### config.mk
export PLATFORM = sky130hd
export DESIGN_NAME = conv_seq_ctrl
export DESIGN_NICKNAME = d
export VERILOG_FILES = /design/src/rtl/conv_seq_ctrl.sv
export SDC_FILE = /design/constraint.sdc
export NUM_CORES = 1
export LEC_CHECK = 0
export CAP_MARGIN = 20
export CORE_ASPECT_RATIO = 0.7
export CORE_MARGIN = 3
export CORE_UTILIZATION = 45
export CTS_CLUSTER_DIAMETER = 80
export DETAILED_ROUTE_END_ITERATION = 10
export DONT_BUFFER_PORTS = 1
export PLACE_DENSITY = 0.67
export SLEW_MARGIN = 20
export SYNTH_ARGS = -nofsm -noshare
export SYNTH_HDL_FRONTEND = slang
export SYNTH_SLANG_ARGS = --single-unit
### constraint.sdc
create_clock -name clk -period 2.9 [get_ports clk]
set_clock_uncertainty 0.1 [all_clocks]
set_input_delay 0.435 -clock clk [delete_from_list [all_inputs] [get_ports clk]]
set_output_delay 0.435 -clock clk [all_outputs]
set_load 0.005 [all_outputs]
### src/rtl/conv_seq_ctrl.sv
// Row-phased KxK convolution sequencer: ADDR, LOAD, KROWS MAC phases, SUM, ACC, optional BIAS, OUT, UPDATE per patch.
// Outputs are registered. OUT holds until out_ready. One patch takes KROWS+6+BIAS_EN cycles when out_ready stays high.
module conv_seq_ctrl #(
    parameter int KROWS    = 3,
    parameter int SEL_W    = 2,
    parameter int NPATCH_W = 10,
    parameter int BIAS_EN  = 1
) (
    input  logic                clk,
    input  logic                rst,
    input  logic                start,
    input  logic [NPATCH_W-1:0] num_patches,
    input  logic                out_ready,
    output logic                addr,
    output logic                flush_acc,
    output logic                load,
    output logic [SEL_W-1:0]    mux_sel,
    output logic                acc_enable,
    output logic                bias_enable,
    output logic                out_valid,
    output logic                counter_enable,
    output logic [NPATCH_W-1:0] patch_idx,
    output logic                busy,
    output logic                done
);

    typedef enum logic [3:0] {
        S_IDLE, S_ADDR, S_LOAD, S_MAC, S_SUM, S_ACC, S_BIAS, S_OUT, S_UPDATE, S_DONE
    } state_t;

    typedef struct packed {
        logic             addr;
        logic             flush_acc;
        logic             load;
        logic             acc_enable;
        logic             bias_enable;
        logic             out_valid;
        logic             counter_enable;
        logic             busy;
        logic             done;
        logic [SEL_W-1:0] mux_sel;
    } ctrl_t;

    state_t              state_q, state_d;
    logic [SEL_W-1:0]    row_q, row_d;
    logic [NPATCH_W-1:0] patch_q, patch_d;
    logic [NPATCH_W-1:0] count_q, count_d;
    ctrl_t               ctrl_q, ctrl_d;

    always_comb begin
        state_d = state_q;
        row_d   = row_q;
        patch_d = patch_q;
        count_d = count_q;
        case (state_q)
            S_IDLE: begin
                if (start) begin
                    count_d = num_patches;
                    patch_d = '0;
                    state_d = (num_patches == '0) ? S_DONE : S_ADDR;
                end
            end
            S_ADDR: state_d = S_LOAD;
            S_LOAD: begin
                state_d = S_MAC;
                row_d   = SEL_W'(1);
            end
            S_MAC: begin
                if (row_q == SEL_W'(KROWS)) begin
                    state_d = S_SUM;
                    row_d   = '0;
                end else begin
                    row_d = row_q + SEL_W'(1);
                end
            end
            S_SUM: state_d = S_ACC;
            S_ACC: state_d = (BIAS_EN != 0) ? S_BIAS : S_OUT;
            S_BIAS: state_d = S_OUT;
            S_OUT: begin
                if (out_ready) state_d = S_UPDATE;
            end
            S_UPDATE: begin
                // Last patch keeps its index so DONE still reports it.
                if (patch_q == count_q - NPATCH_W'(1)) begin
                    state_d = S_DONE;
                end else begin
                    patch_d = patch_q + NPATCH_W'(1);
                    state_d = S_ADDR;
                end
            end
            S_DONE: state_d = S_IDLE;
            default: state_d = S_IDLE;
        endcase
    end

    // Strobes are decoded from the next state so the registered copy tracks state_q exactly.
    always_comb begin
        ctrl_d      = '0;
        ctrl_d.busy = (state_d != S_IDLE);
        case (state_d)
            S_ADDR: begin
                ctrl_d.addr      = 1'b1;
                ctrl_d.flush_acc = 1'b1;
            end
            S_LOAD:   ctrl_d.load           = 1'b1;
            S_MAC:    ctrl_d.mux_sel        = row_d;
            S_ACC:    ctrl_d.acc_enable     = 1'b1;
            S_BIAS:   ctrl_d.bias_enable    = 1'b1;
            S_OUT:    ctrl_d.out_valid      = 1'b1;
            S_UPDATE: ctrl_d.counter_enable = 1'b1;
            S_DONE:   ctrl_d.done           = 1'b1;
            default:  ;
        endcase
    end

    always_ff @(posedge clk) begin
        if (rst) begin
            state_q <= S_IDLE;
            row_q   <= '0;
            patch_q <= '0;
            count_q <= '0;
            ctrl_q  <= '0;
        end else begin
            state_q <= state_d;
            row_q   <= row_d;
            patch_q <= patch_d;
            count_q <= count_d;
            ctrl_q  <= ctrl_d;
        end
    end

    assign addr           = ctrl_q.addr;
    assign flush_acc      = ctrl_q.flush_acc;
    assign load           = ctrl_q.load;
    assign mux_sel        = ctrl_q.mux_sel;
    assign acc_enable     = ctrl_q.acc_enable;
    assign bias_enable    = ctrl_q.bias_enable;
    assign out_valid      = ctrl_q.out_valid;
    assign counter_enable = ctrl_q.counter_enable;
    assign busy           = ctrl_q.busy;
    assign done           = ctrl_q.done;
    assign patch_idx      = patch_q;

endmodule
==> results.tsv <==
stage	metric	value	unit
clocking	CTS Root Cell	clkbuf_8	
global_routing	largest net degree at the start of global routing	23	
yosys	Synth Area per Inst	8.443	sq um
sta	Hold Violations, Final	0	
sta	unrepaired setup endpoints after global routing	no	
yosys	library cells used by synthesis	44	
yosys	post-synth top area share	39.89	%
yosys	dominant synthesized flop cell	dfxtp_1	
clocking	Sink Count	36	
finish	post-layout util	51.69	%
sta	Final TNS setup	0	ps
worst_setup_path	Largest delay share family, worst path	compound AO/OA/AOI/OAI gates	
global_routing	Congestion Overflow GR	0	
routing	# DRC	0	
power_and_ir_drop	Power Dens Cells	553.4	mW/mm^2
die	die area	0.004824	sq mm
finish	Area Growth Syn to Fin	5.679	%
die	I/O Pins	35	
power_and_ir_drop	Worst VDD drop	0.0003469	V
worst_setup_path	critical path arrival	2720	ps
worst_setup_path	CP endpoint	patch_idx[1]	
clocking	H-tree depth	2	
yosys	fraction of registers with async set/reset	0	%
clocking	clk buf depth	2	
global_routing	initial antenna violation count	0	
clocking	Hold Buf Count CTS	0	
clocking	clock slew seen by the registers of the worst setup and hold paths	70	ps
die	core area	0.003694	sq mm
die	Initial Util	48.92	%
sta	fin. max-slew vios	0	
routing	Vias/cell	5.799	
worst_setup_path	worst r2r path cells	9	
global_routing	first-pass GRT wire length	6423	um
global_routing	vias in the first global route	1344	
finish	share of layout cells above drive strength 1	7.177	%
worst_setup_path	CP Launch Point	count_q[0]	
worst_setup_path	WP depth	9	
routing	initial drt markers	92	
sta	final setup violation count	0	
worst_setup_path	CP max stage delay	430	ps
run_status	status	finished, final reports clean	
placement	routability cong.	0.8103	
finish	commonest non-fill, non-tap cell in the layout	dfxtp_1	
sta	Worst Tran Pin Value	581.3	ps
clocking	worst skew pair latency	280	ps
sta	Period minus WS final	2587	ps
routing	vias	1502	
routing	WL/cell	15.61	um
die	num rows	18	
worst_setup_path	FF-to-FF End	patch_idx[1]	
worst_setup_path	Critical Path End Type	register	
routing	final wirelength	4044	um
worst_hold_path	worst hold path class	input pin to register	
sta	worst hold slack	113.5	ps
worst_setup_path	CP Class	register to register	
routing	Final ANT Viol Nets	0	
worst_setup_path	CP Buf/Inv Count	1	
placement	placed cell count	252	
yosys	number of enable flip-flop cells after synthesis	0	
yosys	Ys Warns	0	
run	Maximum Capacitance Violations	0	
yosys	main area contributors after synthesis	dfxtp_1 (40%), mux2i_1 (6.1%), nor2_1 (6.0%)	
worst_setup_path	Worst R2R Setup Slack	310	ps
placement	DP HPWL	2913	um
clocking	CTS tree	yes	
sta	fmax	0.3866	GHz
worst_setup_path	R2R Path Start	count_q[0]	
worst_setup_path	crit path launch type	register	
yosys	syn nets	231	
finish	ANT cells	0	
clocking	CTS Buf Count	5	
sta	Max-slew headroom	60.83	%
finish	commonest cells after routing, fill and taps aside	dfxtp_1 (36), nor2_1 (29), nand2_1 (15), a21oi_1 (12), mux2i_1 (11)	
worst_setup_path	CP Max Fanout	17	
worst_setup_path	Worst path slowest cell	dfxtp_1	
yosys	post-synth top area cell	dfxtp_1	
routing	Pre-antenna DRT Iters	4	
die	Die H	59.02	um
finish	Non-Filler Instances	259	
placement	IO Port Bufs	0	
yosys	#FFs+latches synth	36	
yosys	Seq/Total Area, Yosys	39.89	%
die	Die X	81.74	um
power_and_ir_drop	Leak	0.0007204	uW
worst_setup_path	crit-path cells	inv_1 -> ha_1 -> xnor2_1 -> nand4_1 -> a2111oi_2 -> a21boi_1 -> and4_4 -> nand2b_1 -> a32o_1	
yosys	Post-Syn Instances	214	
finish	Final nets	226	
worst_setup_path	Critical Path RT	3030	ps
finish	fillers	370	
sta	final period utilization	89.20	%
yosys	post-synthesis cell area	0.001807	sq mm
global_routing	GRT Total Usage	17.33	%
==> timing repair <==
| action | CTS | global route |
|---|---|---|
| resized for setup | 0 | 2 |
| setup endpoints to repair | 0 | 10 |
| setup buffers | 0 | 0 |
==> report_power, final <==
group | internal [uW] | total (uW) | switching (uW)
clock network | 212 | 387 | 176
logic | 58.0 | 133 | 74.7
registers | 512 | 537 | 24.2
total | 782 | 1060 | 275
==> cell type report <==
type                    count  area [sq um]  area share, %
multi-input cells         160         999.7          52.36
flip-flops and latches     36         720.7          37.75
clock buffers               7         96.34          5.046
well taps                  50         62.56          3.277
repair buffers              2         15.01         0.7864
inverters                   4         15.01         0.7864
==> per-layer routing <==
layer  up-vias  routed length [um]  global-route usage, %
met5         -                   0                      0
met4         0                  31                  4.976
met3         4                 306                  6.231
met2        39                1739                  25.55
met1       704                1966                  23.85
li1        755                   -                      -
==> worst min path at each step <==
stage / start / end / slack, ps / cells after the start
after CTS: rst / row_q[1] / 110 / 1
after global placement: count_q[9] / count_q[9] / 400 / 2
after global routing: rst / row_q[1] / 100 / 1
after detailed placement: rst / busy / 410 / 1
after floorplan: count_q[9] / count_q[9] / 380 / 2
final: rst / row_q[1] / 110 / 1
==> cell usage after synthesis (2+ instances only) <==
cell and n:
a211o_1 2, a21oi_1 12, a31oi_1 4, and3_1 2
and4_1 2, buf_1 2, buf_2 2, buf_6 2
clkbuf_1 7, dfxtp_1 36, ha_1 3, inv_1 4
mux2i_1 11, nand2_1 15, nand3_1 6, nand4_1 5
nor2_1 29, nor2b_1 3, nor3_1 6, nor4_1 5
o211ai_1 2, o21a_1 2, o21ai_0 10, o21ai_1 2
o31ai_1 3, or3_1 6, or4_1 3, xnor2_1 8
xor2_1 5
==> state kept, by name (all words and copies together) (netlist names) <==
signal / flops
row_q: 2
out_valid: 1
done: 1
patch_idx: 10
acc_enable: 1
mux_sel: 2
load: 1
state_q: 4
addr: 1
count_q: 10
busy: 1
bias_enable: 1
counter_enable: 1
==> stage by stage <==
step / setup WS, ps / area [sq um] / power [uW]
after floorplan: 512.2 / 1807 / 656.9
after global placement: 250.1 / 1810 / 676.9
after detailed placement: 153.8 / 1810 / 677.4
after CTS: 117.7 / 1907 / 1058
after global routing: 61.86 / 1909 / 1097
final: 313.2 / 1909 / 1057
==> logic make-up after synthesis <==
logic type	share of synthesized area [%]
simple gates	25.55
compound gates	15.17
flops	39.89
buf+inv	4.917
xor+xnor	6.302
mux	6.094
fa+ha+maj	2.078
No activity file was read; power rests on OpenSTA's default activity.
